**src/rtl/load_store_unit.sv**
```systemverilog
// load_store_unit
//   Memory-stage responder. Takes one load/store per transaction, checks
//   funct3 legality and alignment, runs a single req/ack transfer on a
//   word-aligned bus with byte enables, and returns formatted load data.
//
// Ports
//   clk, rst_n                 clock / async active-low reset
//   req_valid_i/req_ready_o    request handshake (ready only in IDLE)
//   req_we_i, req_funct3_i     store flag, width/sign select
//   req_addr_i, req_wdata_i    byte address, LSB-aligned store data
//   rsp_valid_o                one-cycle completion pulse
//   rsp_rdata_o, rsp_err_o     formatted load data, error flag
//   busy_o                     pipeline stall
//   bus_req_o .. bus_wdata_o   bus request side (valid while bus_req_o)
//   bus_ack_i, bus_rdata_i     completion and read word
//   bus_err_i                  bus error, also completes the transfer
module load_store_unit #(
    parameter int unsigned TIMEOUT_CYCLES = 255
) (
    input  logic        clk,
    input  logic        rst_n,
    input  logic        req_valid_i,
    output logic        req_ready_o,
    input  logic        req_we_i,
    input  logic [2:0]  req_funct3_i,
    input  logic [31:0] req_addr_i,
    input  logic [31:0] req_wdata_i,
    output logic        rsp_valid_o,
    output logic [31:0] rsp_rdata_o,
    output logic        rsp_err_o,
    output logic        busy_o,
    output logic        bus_req_o,
    output logic        bus_we_o,
    output logic [31:0] bus_addr_o,
    output logic [3:0]  bus_be_o,
    output logic [31:0] bus_wdata_o,
    input  logic        bus_ack_i,
    input  logic [31:0] bus_rdata_i,
    input  logic        bus_err_i
);

    localparam int NUM_LANES = 4;
    localparam int CNT_W     = (TIMEOUT_CYCLES > 1) ? $clog2(TIMEOUT_CYCLES) : 1;
    // Last BUS cycle index before abort; counter holds cycles already spent.
    localparam logic [CNT_W-1:0] TO_LAST =
        CNT_W'((TIMEOUT_CYCLES == 0) ? 0 : TIMEOUT_CYCLES - 1);

    typedef enum logic [1:0] {IDLE, BUS, DONE} state_t;

    state_t             state_q, state_d;
    logic               we_q;
    logic [2:0]         f3_q;
    logic [31:0]        addr_q;
    logic [31:0]        wdata_q;
    logic [CNT_W-1:0]   cnt_q;
    logic [31:0]        rsp_rdata_q;
    logic               rsp_err_q;

    logic               req_bad;
    logic               timeout_hit;
    logic               in_bus;
    logic [3:0]         be;
    logic [31:0]        wdata_rep;
    logic [31:0]        rd_shift;
    logic [31:0]        rd_fmt;

    // Legality of the incoming request (checked only at accept).
    always_comb begin
        logic illegal;
        logic misal;
        if (req_we_i)
            illegal = (req_funct3_i >= 3'b011);
        else
            illegal = (req_funct3_i == 3'b011) || (req_funct3_i == 3'b110) ||
                      (req_funct3_i == 3'b111);
        misal = ((req_funct3_i[1:0] == 2'b01) && req_addr_i[0]) ||
                ((req_funct3_i[1:0] == 2'b10) && (req_addr_i[1:0] != 2'b00));
        req_bad = illegal || misal;
    end

    assign timeout_hit = (TIMEOUT_CYCLES != 0) && (cnt_q == TO_LAST);
    assign in_bus      = (state_q == BUS);

    // Per-byte-lane enables and replicated store data from the latched request.
    for (genvar l = 0; l < NUM_LANES; l++) begin : g_lane
        always_comb begin
            unique case (f3_q[1:0])
                2'b00: begin
                    be[l]              = (addr_q[1:0] == 2'(l));
                    wdata_rep[l*8 +: 8] = wdata_q[7:0];
                end
                2'b01: begin
                    be[l]              = (addr_q[1] == 1'(l / 2));
                    wdata_rep[l*8 +: 8] = wdata_q[(l % 2)*8 +: 8];
                end
                default: begin
                    be[l]              = 1'b1;
                    wdata_rep[l*8 +: 8] = wdata_q[l*8 +: 8];
                end
            endcase
        end
    end

    // Load formatting: shift the addressed lane down, then extend.
    assign rd_shift = bus_rdata_i >> {addr_q[1:0], 3'b000};

    always_comb begin
        unique case (f3_q)
            3'b000:  rd_fmt = {{24{rd_shift[7]}},  rd_shift[7:0]};
            3'b001:  rd_fmt = {{16{rd_shift[15]}}, rd_shift[15:0]};
            3'b100:  rd_fmt = {24'h0, rd_shift[7:0]};
            3'b101:  rd_fmt = {16'h0, rd_shift[15:0]};
            default: rd_fmt = bus_rdata_i;
        endcase
    end

    // FSM state register.
    always_ff @(posedge clk or negedge rst_n) begin
        if (!rst_n) state_q <= IDLE;
        else        state_q <= state_d;
    end

    // FSM next state. Error takes priority over ack in the same cycle.
    always_comb begin
        state_d = state_q;
        unique case (state_q)
            IDLE: if (req_valid_i) state_d = req_bad ? DONE : BUS;
            BUS:  if (bus_err_i || bus_ack_i || timeout_hit) state_d = DONE;
            DONE: state_d = IDLE;
            default: state_d = IDLE;
        endcase
    end

    // Request latch, BUS cycle counter and response registers.
    always_ff @(posedge clk or negedge rst_n) begin
        if (!rst_n) begin
            we_q        <= 1'b0;
            f3_q        <= 3'b000;
            addr_q      <= 32'h0;
            wdata_q     <= 32'h0;
            cnt_q       <= '0;
            rsp_rdata_q <= 32'h0;
            rsp_err_q   <= 1'b0;
        end else begin
            unique case (state_q)
                IDLE: if (req_valid_i) begin
                    we_q    <= req_we_i;
                    f3_q    <= req_funct3_i;
                    addr_q  <= req_addr_i;
                    wdata_q <= req_wdata_i;
                    cnt_q   <= '0;
                    if (req_bad) begin
                        rsp_rdata_q <= 32'h0;
                        rsp_err_q   <= 1'b1;
                    end
                end
                BUS: begin
                    cnt_q <= cnt_q + 1'b1;
                    if (bus_err_i || (!bus_ack_i && timeout_hit)) begin
                        rsp_rdata_q <= 32'h0;
                        rsp_err_q   <= 1'b1;
                    end else if (bus_ack_i) begin
                        rsp_rdata_q <= we_q ? 32'h0 : rd_fmt;
                        rsp_err_q   <= 1'b0;
                    end
                end
                default: ;
            endcase
        end
    end

    assign req_ready_o = (state_q == IDLE);
    assign busy_o      = (state_q != IDLE) || req_valid_i;
    assign rsp_valid_o = (state_q == DONE);
    assign rsp_rdata_o = rsp_rdata_q;
    assign rsp_err_o   = (state_q == DONE) && rsp_err_q;

    // Bus side is quiet outside BUS so reset and idle drive all zeros.
    assign bus_req_o   = in_bus;
    assign bus_we_o    = in_bus && we_q;
    assign bus_addr_o  = in_bus ? {addr_q[31:2], 2'b00} : 32'h0;
    assign bus_be_o    = in_bus ? be : 4'b0000;
    assign bus_wdata_o = in_bus ? wdata_rep : 32'h0;

endmodule

```
**config.mk**
```make
export PLATFORM = sky130hd
export DESIGN_NAME = load_store_unit
export DESIGN_NICKNAME = d
export VERILOG_FILES = /design/src/rtl/load_store_unit.sv
export SDC_FILE = /design/constraint.sdc
export NUM_CORES = 1
export LEC_CHECK = 0
export BUFFER_PORTS_ARGS = -buffer_cell sky130_fd_sc_hd__buf_4
export CORE_AREA = 2 2 108 110
export DETAILED_ROUTE_END_ITERATION = 10
export DIE_AREA = 0 0 110 112
export GPL_TIMING_DRIVEN = 1
export MAX_ROUTING_LAYER = met4
export PLACE_DENSITY_LB_ADDON = 0.3
export SLEW_MARGIN = 20
export SYNTH_ARGS = -nofsm -noshare
export SYNTH_HDL_FRONTEND = slang
export SYNTH_SLANG_ARGS = --single-unit
```
**constraint.sdc**
```tcl
create_clock -name clk -period 3.1 [get_ports clk]
set_clock_uncertainty 0.1 [all_clocks]
set_input_delay 0.31 -clock clk [delete_from_list [all_inputs] [get_ports clk]]
set_output_delay 0.31 -clock clk [all_outputs]
set_load 0.02 [all_outputs]
```
# ---- Yosys cells after proc, flatten, opt, wreduce, memory -nomap -nowiden
# Index checks and enable logic that the tools add are counted.
dict set report classes {
  mux 29
  bitwise 1
  n_eq_ne 19
  n_addsub 1
  n_reduce_logical 26
  n_shift 1
  n_lt_le_gt_ge 1
}
# op count
set op_table {}
lappend op_table {{2-to-1 mux 32 bit} 7}
lappend op_table {{case mux 32 bit (4 select lines)} 1}
lappend op_table {{case mux 32 bit (2 select lines)} 1}
lappend op_table {{case mux 8 bit (2 select lines)} 2}
lappend op_table {{>> shifter 32 x 5 -> 16 bit} 1}
lappend op_table {{2-to-1 mux 8 bit} 3}
lappend op_table {{== test 3 bit, second input constant} 4}
lappend op_table {{case mux 1 bit (2 select lines)} 5}
lappend op_table {{adder 8 x 1 -> 8 bit, second input constant} 1}
lappend op_table {{== test 2 x 1 -> 1 bit, second input constant} 4}
lappend op_table {{== test 2 bit, second input constant} 4}
lappend op_table {{== test 8 bit, second input constant} 1}
lappend op_table {{logical OR 1 bit} 8}
lappend op_table {{zero test 2 bit} 3}
lappend op_table {{2-to-1 mux 2 bit} 3}
lappend op_table {{AND reduction 2 bit} 3}
lappend op_table {{nonzero test 2 bit} 3}
lappend op_table {{logical AND 1 bit} 5}
lappend op_table {{2-to-1 mux 1 bit} 5}
lappend op_table {{2-to-1 mux 4 bit} 1}
lappend op_table {{!= test 2 x 1 -> 1 bit, second input constant} 2}
lappend op_table {{case mux 2 bit (2 select lines)} 1}
lappend op_table {{AND reduction 4 bit} 1}
lappend op_table {{== test 3 x 1 -> 1 bit, second input constant} 1}
lappend op_table {{other kinds (8)} 8}
dict set report word_totals {
  ff_bits 111
  elab_cells 86
  input_bits 105
  output_inout_bits 106
}

# ---- Logic depth before layout (Yosys ltp)
# Gate-level depths: netlist (run 1).
dict set report depth {
  depth_word 8
  ltp_mapped 8
}

# ---- Least setup slack after synthesis (run 1)
# Ideal clock, no wire load.
dict set report synth_timing {
  kind {reg-to-output}
  from {register state_q[1]}
  to {output bus_addr_o[30]}
  required_time_ps 2690
  arrival_ps 1580
  path_buffers 2
  stages_incl_launch_ff 6
  path_slack_ps 1110
  cell_sequence {dfrtp_1 nand2b_1 clkbuf_1 clkinv_1 clkbuf_1 and2_1}
}
dict set report synth_between {
  elab_chain_len 2
}
# element line_no
set synth_rtl {}
lappend synth_rtl {{from (decl)} 50} ;# state_t state_q, state_d;
lappend synth_rtl {{from (signal assigned)} 120} ;# else state_q <= state_d;
lappend synth_rtl {{== test 2 x 1 -> 1 bit} 82} ;# assign in_bus = (state_q == BUS);
lappend synth_rtl {{net bus_req_o} 32} ;# output logic bus_req_o,
lappend synth_rtl {{2-to-1 mux 32 bit} 181} ;# assign bus_addr_o = in_bus ? {addr_q[31:2], 2'b00} : 32'h0;
lappend synth_rtl {{to (decl)} 34} ;# output logic [31:0] bus_addr_o,
# The timed path passes the listed nets, and every way through them passes these cells.

# ---- Worst setup path in the final report (run 1)
dict set report layout_timing {
  from {register f3_q[1]}
  to {output bus_be_o[1]}
}
dict set report layout_between {
  elab_chain_len 3
}
# element line_no
set layout_rtl {}
lappend layout_rtl {{from (decl)} 52} ;# logic [2:0] f3_q;
lappend layout_rtl {{from (signal assigned)} 148} ;# f3_q <= req_funct3_i;
lappend layout_rtl {{== test 2 x 1 -> 1 bit or zero test 2 bit (tied branches)} 87} ;# unique case (f3_q[1:0])
lappend layout_rtl {{case mux 1 bit (2 select lines) *} 87}
lappend layout_rtl {{2-to-1 mux 4 bit *} 182} ;# assign bus_be_o = in_bus ? be : 4'b0000;
lappend layout_rtl {{to (decl)} 35} ;# output logic [3:0] bus_be_o,
# Every way passes the cells marked *; elsewhere a longest branch is shown, timed or not.

==> results of run 1 <==
-- area by class of cell --
type | instances | area, µm²
flip-flops and latches | 111 | 2780
repair buffers | 218 | 1650
clock buffers | 9 | 225
multi-input cells | 377 | 2790
well taps | 143 | 179
fillers | 877 | 3400
inverters | 23 | 86.3
clock inverters | 7 | 58.8
-- worst max-delay path by stage --
stage / start / end / slack [ns] / cells past startpoint
final: f3_q[1] / bus_be_o[1] / 0.56 / 3
after global routing: f3_q[1] / bus_be_o[1] / 0.34 / 3
after CTS: f3_q[1] / bus_be_o[1] / 0.58 / 3
after detailed placement: cnt_q[0] / rsp_rdata_o[7] / 0.63 / 7
after global placement: state_q[1] / rsp_rdata_o[7] / 0.71 / 5
after floorplan: state_q[1] / bus_addr_o[30] / 1.11 / 5
-- routing by layer --
metal	track usage (%)	routed length, µm	vias up
met3	3.57	1030	32
met4	9.45	350	0
met5	-	0	-
li1	-	-	2337
met1	35.5	6740	2418
met2	40.6	7480	232
-- registers in the layout, indices dropped and copies added (netlist names) --
register	flops
we_q	1
state_q	2
wdata_q	32
cnt_q	8
rsp_rdata_o	32
rsp_err_q	1
addr_q	32
f3_q	3
-- placed cells by master (no fill, tap or decap), types with 4 or more instances in the layout --
master       n
inv_1       20
a21oi_1     29
nand3b_1     8
buf_4      216
dfrtp_1    111
nand4_1      4
o21ai_0     37
nand2b_1    10
clkbuf_16    9
o211ai_1     8
mux2i_1     38
and2_1      41
mux2_2      66
o32ai_1      8
clkinv_4     4
a32o_1      16
nand2_1     20
nor2_1      41
o21a_1      18
a2bb2oi_1    7
-- worst max-delay path, stage by stage (launching register included) --
cell and delay, ns:
dfrtp_1 0.73, inv_1 0.59, a21oi_1 0.29, buf_4 0.17
-- cells by family (layout without fill, tap and decap cells) --
logic type	Yosys count	count (layout)
muxes	105	105
and+or+nand+nor	135	135
buffers and inverters	65	257
other	1	2
AOI/OAI and AO/OA	133	133
DFF	111	111
adders and majority gates	2	2
-- metrics by stage --
step | worst slack, ns | area, µm² | std cells | total power (µW) | utilization, %
floorplan | 1.11 | 5890 | 553 | 2870 | -
global placement | 0.711 | 7480 | 871 | 3280 | 66.9
detailed placement | 0.629 | 7480 | 871 | 3330 | 66.9
CTS | 0.578 | 7770 | 888 | 4450 | 69.6
global route | 0.343 | 7770 | 888 | 4670 | 69.6
finish | 0.555 | 7770 | 888 | 4430 | 69.6
-- timing repair --
| action | in CTS | in global routing |
|---|---|---|
| hold endpoints to repair | 48 | 0 |
| hold buffers | 1 | 0 |
| setup endpoints to repair | 0 | 0 |
-- power by group --
group / leakage (µW) / switching, µW / internal (µW)
sequential: 0.00139 / 216 / 1700
combinational: 0.00215 / 725 / 677
clock: 0.000132 / 557 / 555
==> results.py, run 1 <==
metrics = {
    "clock_network": {
        "clock_path_buffers": 2,
        "clk_pin_slew_ns": 0.07,
        "cts_buffers": 9,
        "cts_resized": 0,
        "htreeDepth": 3,
        "postCtsSetupRepairBufs": 0,
        "cts_root_buffer": "clkbuf_16",
        "cts.sinks": 111,
        "clock_latency_ns": 0.35,
        "cts_tree": "yes",
    },
    "synthesis": {
        "ys.flop_type": "dfrtp_1",
        "yosys_warnings": 0,
        "synth_top_family_by_area": "multiplexers",
        "synth-edff-count": 0,
        "synthXorXnorAreaFrac_pct": 0,
        "synthesis.instances": 552,
        "ys_types": 46,
        "synth_compound_area_share_pct": 15.3,
        "synthAdderAreaFrac_pct": 0.425,
        "synth_simple_gate_area_share_pct": 12.1,
        "synth_top_cells_by_area": "dfrtp_1 47%, mux2_2 13%, mux2i_1 6.5%",
        "yosys-top-cells-count": "111 x dfrtp_1, 66 x mux2_2, 41 x and2_1, 41 x nor2_1, 38 x mux2i_1",
        "synth_top_cell_area_share_pct": 47.2,
        "syn_avg_cell_area_um2": 10.7,
        "synthMuxAreaShare_pct": 19.5,
        "syn_area_um2": 5890,
        "async_flop_share_pct": 100,
        "yosysSeqAreaShare_pct": 47.2,
        "synth_top_cell_by_area": "dfrtp_1",
        "synth.most_common_cell": "dfrtp_1",
        "ys_ff_latch": 111,
    },
    "timing": {
        "slew_violations": 0,
        "min_period_over_period_pct": 82.1,
        "tns_ns": 0,
        "hold_slack_ns": 0.0810,
        "setup_violations": 0,
        "finalHoldViolations": 0,
        "min_period_ns": 2.54,
        "fmax_mhz": 393,
        "tightest_slew_ns": 0.894,
        "relSlewSlack_pct": 40.3,
        "rsz0062_at_grt": "false",
    },
    "setup_path": {
        "reg2reg_from": "state_q[1]",
        "crit_path_end_kind": "output pin",
        "r2r_slack_ns": 0.59,
        "arrival_ns": 2.13,
        "critPathMaxFanout": 29,
        "worstSetupStartpointType": "flop",
        "required_ns": 2.69,
        "reg2reg_to": "rsp_rdata_o[7]",
        "reg2reg_depth": 5,
        "path_class": "flop to output pin",
    },
    "routing": {
        "drc": 0,
        "wl_mm": 15.6,
        "vias": 5019,
        "drt_iter0_drc": 395,
        "wire_per_inst_um": 17.6,
        "ant_nets": 0,
        "viasPerCell": 5.65,
        "drt_first_pass_iters": 5,
    },
    "hold_path": {
        "hold_class": "primary input to flop",
        "timing.hold.worst_path_depth": 3,
        "min_from": "req_addr_i[1]",
        "min_to": "addr_q[1]",
    },
    "flow_run": {
        "maxCapViolCount": 0,
    },
    "grt": {
        "grt_first_pass_wirelength_mm": 24.5,
        "grtUsageTotal_pct": 26.3,
        "gr-total-overflow": 0,
        "antenna_found_initial": 0,
        "grt_pass1_vias": 4978,
        "grt_max_degree": 63,
    },
    "die": {
        "rows": 39,
        "dieWidth_um": 110,
        "core_area_um2": 11200,
        "start_util_pct": 52.7,
        "dieArea_um2": 12300,
        "pin_count": 211,
        "die_h_um": 112,
    },
    "power": {
        "power.density_nw_per_um2": 570,
        "leakage_uw": 0.00367,
        "ir_drop_mv": 0.358,
    },
    "finish": {
        "drive_gt1_share_pct": 41.2,
        "syn_to_final_growth_pct": 32.0,
        "antenna_cells": 0,
        "fin_nets": 847,
    },
    "outcome": {
        "status": "complete, no violations",
    },
    "placed_design": {
        "globalplace.congestion": 0.886,
        "post-dp-hpwl_mm": 11.1,
        "port_buffers": 208,
    },
}
Power figures use the tool's default switching activity.
==> run 2: changes to the inputs <==
CORE_AREA = 2 2 112 114   (was 2 2 108 110)
DIE_AREA = 0 0 114 116   (was 0 0 110 112)
clock period = 2.5 ns   (was 3.1 ns; I/O delays follow)
==> results.py, run 2 (same netlist as run 1, synthesis figures left out) <==
metrics = {
    "setup_path": {
        "r2r_slack_ns": 0.32,
        "reg2reg_depth": 7,
        "reg2reg_to": "rsp_rdata_o[7]",
        "required_ns": 2.15,
        "arrival_ns": 1.96,
        "critPathMaxFanout": 25,
        "crit_path_end_kind": "output pin",
        "worstSetupStartpointType": "flop",
        "path_class": "flop to output pin",
        "reg2reg_from": "cnt_q[0]",
    },
    "clock_network": {
        "clock_path_buffers": 2,
        "htreeDepth": 3,
        "cts.sinks": 111,
        "cts_tree": "yes",
        "cts_resized": 0,
        "clk_pin_slew_ns": 0.08,
        "cts_buffers": 9,
        "clock_latency_ns": 0.36,
        "cts_root_buffer": "clkbuf_16",
    },
    "routing": {
        "vias": 5030,
        "drc": 0,
        "viasPerCell": 5.60,
        "drt_iter0_drc": 509,
        "ant_nets": 0,
        "drt_first_pass_iters": 5,
        "wire_per_inst_um": 17.9,
        "wl_mm": 16.1,
    },
    "placed_design": {
        "place_inst": 882,
        "place_ws_ns": 0.359,
        "placed_area_um2": 7550,
        "port_buffers": 208,
        "globalplace.congestion": 0.852,
        "post-dp-hpwl_mm": 11.8,
    },
    "finish": {
        "final_common_cell": "buf_4",
        "mostFrequentLayoutCells": "222 x buf_4, 111 x dfrtp_1, 66 x mux2_2",
        "fin_nets": 854,
        "antenna_cells": 0,
        "final_area_um2": 7850,
        "nFillCells": 935,
        "layout.cells.non_filler": 899,
        "drive_gt1_share_pct": 41.8,
        "syn_to_final_growth_pct": 33.3,
    },
    "die": {
        "core_area_um2": 11900,
        "rows": 40,
        "start_util_pct": 49.4,
        "dieArea_um2": 13200,
        "dieWidth_um": 114,
        "die_h_um": 116,
        "pin_count": 211,
    },
    "hold_path": {
        "min_from": "req_funct3_i[2]",
        "min_to": "f3_q[2]",
        "timing.hold.worst_path_depth": 3,
        "hold_class": "primary input to flop",
    },
    "grt": {
        "grt_max_degree": 52,
        "antenna_found_initial": 0,
        "gr-total-overflow": 0,
        "grtUsageTotal_pct": 25.5,
        "grt_pass1_vias": 5085,
        "grt_first_pass_wirelength_mm": 25.5,
    },
    "timing": {
        "relSlewSlack_pct": 55.6,
        "tns_ns": 0,
        "setup_ws_ns": 0.195,
        "tightest_slew_ns": 0.664,
        "min_period_ns": 2.31,
        "min_period_over_period_pct": 92.2,
        "rsz0062_at_grt": "false",
        "slew_violations": 0,
        "setup_violations": 0,
        "finalHoldViolations": 0,
        "fmax_mhz": 434,
    },
    "outcome": {
        "status": "complete, no violations",
    },
    "power": {
        "power.total_uw": 5540,
        "ir_drop_mv": 0.340,
        "power.density_nw_per_um2": 706,
        "leakage_uw": 0.00371,
    },
    "flow_run": {
        "maxCapViolCount": 0,
    },
}
-- run 2: final cells by class --
class,count,area (µm²),area share (%)
flip-flops and latches,111,2780,35.4
repair buffers,225,1720,21.9
clock buffers,11,253,3.22
multi-input cells,377,2790,35.6
well taps,147,184,2.34
inverters,23,86.3,1.10
clock inverters,5,40.0,0.510
-- run 2: routing by layer --
layer / GRT usage, % / vias up / part of all wire (%)
met1: 31.3 / 2446 / 41
li1: - / 2344 / -
met4: 9.27 / 0 / 2.3
met2: 41.6 / 207 / 49
met3: 5.65 / 33 / 7.4
met5: - / - / 0
-- run 2: report_power, final --
part           total [µW]  internal, µW  leakage (µW)  switching [µW]
Combinational        1800           870       0.00218             932
Sequential           2350          2110       0.00139             237
Clock                1400           736      0.000134             660
-- run 2: worst max-delay path by stage --
stage	end	start	slack, ns
after global placement	rsp_rdata_o[7]	cnt_q[0]	0.47
after CTS	bus_wdata_o[0]	state_q[1]	0.19
final	bus_wdata_o[0]	state_q[1]	0.19
after floorplan	rsp_rdata_o[22]	addr_q[1]	0.55
after global routing	bus_wdata_o[25]	f3_q[0]	0.09
after detailed placement	rsp_rdata_o[7]	cnt_q[0]	0.36
-- run 2: what timing repair did --
| action | in CTS | in global routing |
|---|---|---|
| hold buffers | 1 | 0 |
| setup endpoints to repair | 0 | 0 |
| endpoints found under the hold margin | 46 | 0 |
| setup buffers | 0 | 0 |
-- run 2: critical path, cell delays in order (launching register included) --
cell	delay [ns]
dfrtp_1	0.46
nand2b_1	0.38
clkinv_1	0.15
buf_4	0.24
and2_1	0.20
buf_4	0.16
-- run 2: through the flow --
step / hold WS, ns / utilization (%)
5_1_grt: 0.0200 / 65.9
3_5_place_dp: 0.209 / 63.4
3_3_place_gp: 0.200 / 63.4
4_1_cts: 0.0157 / 65.9
6_report: 0.0192 / 65.9
2_1_floorplan: -0.146 / -
